File: src/rtl/id_ex_stage.sv
// ID/EX pipeline register for the 5-stage pipeline.
//
// Captures decoded operands and control from ID into registered EX-stage signals.
// It also handles these hazards and controls:
//   - Load-use hazards: a bubble is inserted into EX and hazard_stall holds IF/ID.
//   - WB->ID bypass: a register-file write in the same cycle is forwarded at capture.
//   - EX back-pressure (ex_stall): the current entry is held.
//   - Branch flush: the instruction entering or sitting in EX is killed.
// bubble_count counts load-use bubbles and saturates at all-ones.
//
// Ports:
//   clk, rst            clock; synchronous active-high reset
//   id_*                decoded instruction from ID (valid, pc, specifiers, operands, control)
//   wb_reg_write/rd/data  register-file write happening this cycle
//   ex_stall            EX cannot accept; hold contents
//   flush               branch redirect; kill EX entry
//   ex_*                registered EX-stage instruction
//   hazard_stall        combinational; IF and ID must hold
//   bubble_count        registered saturating load-use bubble counter
module id_ex_stage #(
    parameter int unsigned XLEN  = 64,
    parameter int unsigned CNT_W = 32
) (
    input  logic             clk,
    input  logic             rst,
    input  logic             id_valid,
    input  logic [XLEN-1:0]  id_pc,
    input  logic [4:0]       id_rs1,
    input  logic [4:0]       id_rs2,
    input  logic [4:0]       id_rd,
    input  logic             id_use_rs1,
    input  logic             id_use_rs2,
    input  logic [XLEN-1:0]  id_rs1_data,
    input  logic [XLEN-1:0]  id_rs2_data,
    input  logic [XLEN-1:0]  id_imm,
    input  logic             id_reg_write,
    input  logic             id_mem_read,
    input  logic             id_mem_write,
    input  logic             id_alu_src,
    input  logic [3:0]       id_alu_op,
    input  logic             wb_reg_write,
    input  logic [4:0]       wb_rd,
    input  logic [XLEN-1:0]  wb_data,
    input  logic             ex_stall,
    input  logic             flush,
    output logic             ex_valid,
    output logic             ex_reg_write,
    output logic             ex_mem_read,
    output logic             ex_mem_write,
    output logic             ex_alu_src,
    output logic [3:0]       ex_alu_op,
    output logic [XLEN-1:0]  ex_pc,
    output logic [XLEN-1:0]  ex_rs1_data,
    output logic [XLEN-1:0]  ex_rs2_data,
    output logic [XLEN-1:0]  ex_imm,
    output logic [4:0]       ex_rs1,
    output logic [4:0]       ex_rs2,
    output logic [4:0]       ex_rd,
    output logic             hazard_stall,
    output logic [CNT_W-1:0] bubble_count
);

    logic             valid_q, valid_d;
    logic             reg_write_q, reg_write_d;
    logic             mem_read_q, mem_read_d;
    logic             mem_write_q, mem_write_d;
    logic             alu_src_q, alu_src_d;
    logic [3:0]       alu_op_q, alu_op_d;
    logic [XLEN-1:0]  pc_q, pc_d;
    logic [XLEN-1:0]  rs1_data_q, rs1_data_d;
    logic [XLEN-1:0]  rs2_data_q, rs2_data_d;
    logic [XLEN-1:0]  imm_q, imm_d;
    logic [4:0]       rs1_q, rs1_d;
    logic [4:0]       rs2_q, rs2_d;
    logic [4:0]       rd_q, rd_d;
    logic [CNT_W-1:0] bubble_count_q, bubble_count_d;

    logic             lu;
    logic             wb_live;
    logic [XLEN-1:0]  op1, op2;

    // Only a valid load in EX can create a load-use hazard.
    always_comb begin
        lu = valid_q & mem_read_q & (rd_q != 5'd0) & id_valid &
             ((id_use_rs1 & (id_rs1 == rd_q)) | (id_use_rs2 & (id_rs2 == rd_q)));
    end

    assign hazard_stall = (lu | ex_stall) & ~flush;

    // Writes to x0 are never forwarded.
    assign wb_live = wb_reg_write & (wb_rd != 5'd0);
    assign op1     = (wb_live & (wb_rd == id_rs1)) ? wb_data : id_rs1_data;
    assign op2     = (wb_live & (wb_rd == id_rs2)) ? wb_data : id_rs2_data;

    always_comb begin
        valid_d        = valid_q;
        reg_write_d    = reg_write_q;
        mem_read_d     = mem_read_q;
        mem_write_d    = mem_write_q;
        alu_src_d      = alu_src_q;
        alu_op_d       = alu_op_q;
        pc_d           = pc_q;
        rs1_data_d     = rs1_data_q;
        rs2_data_d     = rs2_data_q;
        imm_d          = imm_q;
        rs1_d          = rs1_q;
        rs2_d          = rs2_q;
        rd_d           = rd_q;
        bubble_count_d = bubble_count_q;

        if (flush || (!ex_stall && lu)) begin
            valid_d     = 1'b0;
            reg_write_d = 1'b0;
            mem_read_d  = 1'b0;
            mem_write_d = 1'b0;
            alu_src_d   = 1'b0;
            alu_op_d    = '0;
            pc_d        = '0;
            rs1_data_d  = '0;
            rs2_data_d  = '0;
            imm_d       = '0;
            rs1_d       = '0;
            rs2_d       = '0;
            rd_d        = '0;
            if (!flush && (bubble_count_q != '1)) begin
                bubble_count_d = bubble_count_q + CNT_W'(1);
            end
        end else if (ex_stall) begin
            // A held instruction must see writebacks that land while it waits.
            if (valid_q && wb_live) begin
                if (wb_rd == rs1_q) rs1_data_d = wb_data;
                if (wb_rd == rs2_q) rs2_data_d = wb_data;
            end
        end else begin
            valid_d     = id_valid;
            reg_write_d = id_valid & id_reg_write;
            mem_read_d  = id_valid & id_mem_read;
            mem_write_d = id_valid & id_mem_write;
            alu_src_d   = id_valid & id_alu_src;
            alu_op_d    = id_valid ? id_alu_op : 4'd0;
            pc_d        = id_pc;
            rs1_data_d  = op1;
            rs2_data_d  = op2;
            imm_d       = id_imm;
            rs1_d       = id_rs1;
            rs2_d       = id_rs2;
            rd_d        = id_rd;
        end
    end

    always_ff @(posedge clk) begin
        if (rst) begin
            valid_q        <= 1'b0;
            reg_write_q    <= 1'b0;
            mem_read_q     <= 1'b0;
            mem_write_q    <= 1'b0;
            alu_src_q      <= 1'b0;
            alu_op_q       <= '0;
            pc_q           <= '0;
            rs1_data_q     <= '0;
            rs2_data_q     <= '0;
            imm_q          <= '0;
            rs1_q          <= '0;
            rs2_q          <= '0;
            rd_q           <= '0;
            bubble_count_q <= '0;
        end else begin
            valid_q        <= valid_d;
            reg_write_q    <= reg_write_d;
            mem_read_q     <= mem_read_d;
            mem_write_q    <= mem_write_d;
            alu_src_q      <= alu_src_d;
            alu_op_q       <= alu_op_d;
            pc_q           <= pc_d;
            rs1_data_q     <= rs1_data_d;
            rs2_data_q     <= rs2_data_d;
            imm_q          <= imm_d;
            rs1_q          <= rs1_d;
            rs2_q          <= rs2_d;
            rd_q           <= rd_d;
            bubble_count_q <= bubble_count_d;
        end
    end

    assign ex_valid     = valid_q;
    assign ex_reg_write = reg_write_q;
    assign ex_mem_read  = mem_read_q;
    assign ex_mem_write = mem_write_q;
    assign ex_alu_src   = alu_src_q;
    assign ex_alu_op    = alu_op_q;
    assign ex_pc        = pc_q;
    assign ex_rs1_data  = rs1_data_q;
    assign ex_rs2_data  = rs2_data_q;
    assign ex_imm       = imm_q;
    assign ex_rs1       = rs1_q;
    assign ex_rs2       = rs2_q;
    assign ex_rd        = rd_q;
    assign bubble_count = bubble_count_q;

endmodule

File: config.mk
export PLATFORM = sky130hd
export DESIGN_NAME = id_ex_stage
export DESIGN_NICKNAME = d
export VERILOG_FILES = /design/src/rtl/id_ex_stage.sv
export SDC_FILE = /design/constraint.sdc
export NUM_CORES = 1
export LEC_CHECK = 0
export ABC_AREA = 1
export CORE_AREA = 2 2 259 261
export DETAILED_ROUTE_END_ITERATION = 12
export DIE_AREA = 0 0 261 263
export HOLD_SLACK_MARGIN = 0.1
export SLEW_MARGIN = 20
export SYNTH_ARGS = -nofsm -noshare
export SYNTH_HDL_FRONTEND = slang
export SYNTH_SLANG_ARGS = --single-unit
export TNS_END_PERCENT = 30
File: constraint.sdc
create_clock -name clk -period 2.9 [get_ports clk]
set_input_delay 0.58 -clock clk [delete_from_list [all_inputs] [get_ports clk]]
set_output_delay 0.58 -clock clk [all_outputs]
set_load 0.01 [all_outputs]
# --- Word level (Yosys, flattened, before mapping) ---
# Index checks and enable logic that the tools add are counted.
word_totals:
  regBits: 312
  latch_bits: 0
  mem_bits_rw: 0
  romBits: 0
  in_bits: 356
  out_inout_bits: 313
  word_cells: 63
  n_memories: 0
op_classes:
  addsub: 1
  n_mul: 0
  n_div: 0
  magnitude_cmp: 0
  n_eq_ne: 10
  n_shift: 0
  n_mux: 9
  n_bitwise: 17
  n_reduce_logical: 12
ops:
  columns: ["cell", "count"]
  rows:
  - ["64-bit two-way mux", 8]
  - ["32-bit by 1-bit adder with 32-bit output (second input constant)", 1]
  - ["32-bit != test (second input constant)", 1]
  - ["5-bit equality test", 6]
  - ["1-bit AND", 14]
  - ["5-bit nonzero test", 2]
  - ["2-bit by 1-bit != test with 1-bit output (second input constant)", 3]
  - ["2-bit AND reduction", 3]
  - ["4-bit two-way mux", 1]
  - ["1-bit logical AND", 3]
  - ["1-bit logical NOT", 2]
  - ["1-bit OR", 2]
  - ["2-bit OR reduction", 1]
  - ["1-bit logical OR", 1]
  - ["1-bit inverter", 1]

# --- Depth between registers and ports, before layout ---
depth:
  word_depth: 7
  mapped_depth: 13
  depth_no_buf: 11

# --- Worst setup path before layout ---
# No wires, ideal clock.
synth_path:
  kind: "input to output"
  startpoint: "input port ex_stall"
  endpoint: "output port hazard_stall"
  arrival_time_ns: 1.388
  required_ns: 2.320
  setup_slack_ns: 0.932
  path_stages: 4
  n_path_buf: 2
  path_cell_list: "inv_2 > clkbuf_1 > clkbuf_1 > a21oi_1"
synth_between:
  elab_chain_cells: 2
synth_lines:
  columns: ["item", "line", "rtl"]
  rows:
  - ["start, declared", "44", "input logic ex_stall,"]
  - ["1-bit OR", "88", "assign hazard_stall = (lu | ex_stall) & ~flush;"]
  - ["1-bit AND", "88", null]
  - ["end, declared", "59", "output logic hazard_stall,"]
# Every way passes these cells.

# --- Worst setup path after layout ---
layout_path:
  startpoint: "input port id_rs1[1]"
  endpoint: "output port hazard_stall"
layout_between:
  elab_chain_cells: 6
layout_lines:
  columns: ["item", "line", "rtl"]
  rows:
  - ["start, declared", "28", "input logic [4:0] id_rs1,"]
  - ["5-bit equality test", "85", "((id_use_rs1 & (id_rs1 == rd_q)) | (id_use_rs2 & (id_rs2 == rd_q)));"]
  - ["1-bit AND", "85", null]
  - ["1-bit OR", "85", null]
  - ["1-bit AND", "84", "lu = valid_q & mem_read_q & (rd_q != 5'd0) & id_valid &"]
  - ["1-bit OR", "88", null]
  - ["1-bit AND", "88", null]
# Every way passes these cells.

==> run summary <==
Status = finished, final reports clean
Rel. slew slack = 0.459
Sequential share of the synthesized area = 0.432
Worst Hold Path Cells = 3
Max Clk Rate = 380 MHz
Largest net degree at the start of global routing = 140
Vias in the first global route = 15500
Clk sink count = 312
Mapped Area = 14500 µm²
Arr. time, crit path = 2.05 ns
Drt wl/cell = 18.0 µm
MaxCap Viol Count = 0
Period utilisation layout = 0.907
Worst reg2reg path depth = 11
Hold path startpoint = ex_stall
IO Port Bufs = 668
Fill count = 6955
Crit Path Category = primary input to output port
Clock root buffer = clkbuf_16
Num CTS Buffers = 39
Hold Path End = ex_pc[6]
Hold Crit Class = primary input to register
Pre-CTS WS = -0.0107 ns
Via/cell ratio = 4.42
Flop2flop setup slack = 0.54 ns
Register area = 6250 µm²
R2r endpoint = bubble_count[30]
Final Setup Violations = 0
Final worst setup slack = 0.270 ns
CP Launch Type = primary input
H-tree levels = 2
Total core area = 65600 µm²
CTS tree = built
Synth warnings = 0
Synth area leader = dfxtp_1
Synth cell types = 28
Critical path peak fanout = 3
Vias = 16100
RSZ-0062 raised after global routing = no
Remaining DRCs = 0
Area of the multi-input gates = 6800 µm²
CP required = 2.32 ns
Reg clk slew, reported paths = 0.06 ns
Starting Density = 0.220
Gp weighted congestion = 0.901
I/O pins = 669
Max VDD drop = 435 µV
Worst setup EP type = output port
Clock tree buffer depth = 3
Skew final = 0.0176 ns
Routed Wire Length = 65.4 mm
Clock Latency Late Sink = 0.55 ns
Gr ovfl total = 0
Final ANT Viol Nets = 0
Row count = 94
Total Routing Usage GR = 0.182
Pwr Density = 479 nW/µm²
Min Clock Period, post-route = 2.63 ns
Synth top area share = 0.432
Drt pass-1 iters = 5
First-pass GRT wire length = 96.2 mm
Fraction of layout cells with a size suffix above 1 = 0.0570
Area Overhead vs Synth = 62.7%
Slew at the pin with the worst max-slew slack = 0.811 ns
Syn_nets = 2470
Syn Inst Count = 2113
Leakage power = 9.29 nW
Synth area leaders = dfxtp_1 43%, nand2_1 16%, nand3_1 9.7%
Flops & latches, synth = 312
Avg Inst Size Synth = 6.84 µm²
Reg2reg start = bubble_count[1]
Max Slew Vio Count = 0
Post-DP Area = 22300 µm²
Final nets = 3100
Initial antenna violation count = 2
Post-DP HPWL = 47.3 mm
Final hold vios = 0
DIE HEIGHT = 263 µm
Initial drt markers = 1126
Die X = 261 µm
Post-route cell area = 23500 µm²
Die area = 68600 µm²
## critical path, stage by stage
cell,delay [ns]
clkdlybuf4s50_1,0.52
inv_1,0.07
nand2_1,0.06
nand2_1,0.04
nor2_1,0.10
nand3_1,0.10
nand2_1,0.09
nand2_1,0.05
a21oi_1,0.14
dlygate4sd2_1,0.29
## cell usage after synthesis, drive strengths merged
library cell  number
a21oi            265
a22oi              8
buf               89
clkbuf            64
clkinv             1
dfxtp            312
ha                 1
inv              163
nand2            621
nand3            283
nand3b            45
nand4              6
nor2             174
nor3              10
o21ai             36
xnor2             19
xor2              16
## per-layer routing
layer	GRT usage	vias to the layer above	routed length (µm)
met5	0	-	0
met1	0.223	7354	27100
met4	0.0561	0	1820
met3	0.0501	95	5330
met2	0.308	621	31100
li1	-	8014	-
## worst max-delay path by stage
| stage | slack (ns) | depth (start not counted) | to | startpoint |
|---|---|---|---|---|
| after floorplan | 0.93 | 4 | hazard_stall | ex_stall |
| after global placement | 0.03 | 10 | hazard_stall | id_rs2[1] |
| after detailed placement | -0.01 | 10 | hazard_stall | id_rs1[1] |
| after CTS | 0.27 | 10 | hazard_stall | id_rs1[1] |
| after global routing | 0.13 | 10 | hazard_stall | id_rs1[1] |
| final | 0.27 | 10 | hazard_stall | id_rs1[1] |
## final cells by class
type / instances / area share
Inverter: 164 / 0.0265
Clock buffer: 60 / 0.0491
Sequential cell: 312 / 0.265
Clock inverter: 8 / 0.00505
Tap cell: 864 / 0.0459
Multi-Input combinational cell: 1484 / 0.289
Antenna cell: 1 / 0.000106
Timing Repair Buffer: 742 / 0.319
## per-stage QoR
| stage | util | hold WS, ns | power, mW | TNS, ns | cells |
|---|---|---|---|---|---|
| finish | 0.359 | 0.438 | 11.3 | 0 | 3635 |
| global route | 0.359 | 0.437 | 11.8 | 0 | 3635 |
| CTS | 0.359 | 0.407 | 11.4 | 0 | 3634 |
| detailed placement | 0.339 | 0.453 | 6.42 | -0.0107 | 3566 |
| global placement | 0.339 | 0.449 | 6.42 | 0 | 3566 |
| floorplan | - | 0.481 | 5.33 | 0 | 2113 |
## kinds of logic after synthesis
group	synth area share
flip-flops	0.432
AO/OA/AOI/OAI	0.108
AND/OR/NAND/NOR	0.337
adder cells (fa/ha/maj)	0.000865
buffers and inverters	0.100
XOR/XNOR	0.0212
## state kept, by name, summed over array words and instances (netlist names)
signal,flops
ex_mem_read,1
ex_imm,64
bubble_count,32
ex_rd,5
ex_valid,1
ex_rs1_data,64
ex_rs1,5
ex_reg_write,1
ex_alu_src,1
ex_mem_write,1
ex_rs2_data,64
ex_alu_op,4
ex_pc,64
ex_rs2,5
## power breakdown
part | leakage [nW] | total (mW) | switching (mW) | internal (mW)
logic | 6.12 | 1.81 | 0.852 | 0.957
registers | 2.54 | 4.51 | 0.0821 | 4.43
clock network | 0.628 | 4.96 | 1.96 | 3.00
total | 9.29 | 11.3 | 2.90 | 8.38
## placed cells by master, fill, tap and decap left out, drive strengths merged
master,instances
clkdlybuf4s50,666
nand2,621
dfxtp,312
nand3,283
a21oi,265
nor2,174
inv,165
buf,74
clkbuf,61
nand3b,45
o21ai,36
xnor2,19
xor2,16
nor3,10
a22oi,8
nand4,6
clkinv,4
bufinv,3
diode,1
ha,1
dlygate4sd2,1
## repair_timing
action / in CTS / in global routing
hold buffers: 0 / 0
setup endpoints to repair: 1 / 0
gates resized for setup: 2 / 0
setup buffers: 0 / 0
No activity file was read; power rests on OpenSTA's default activity.
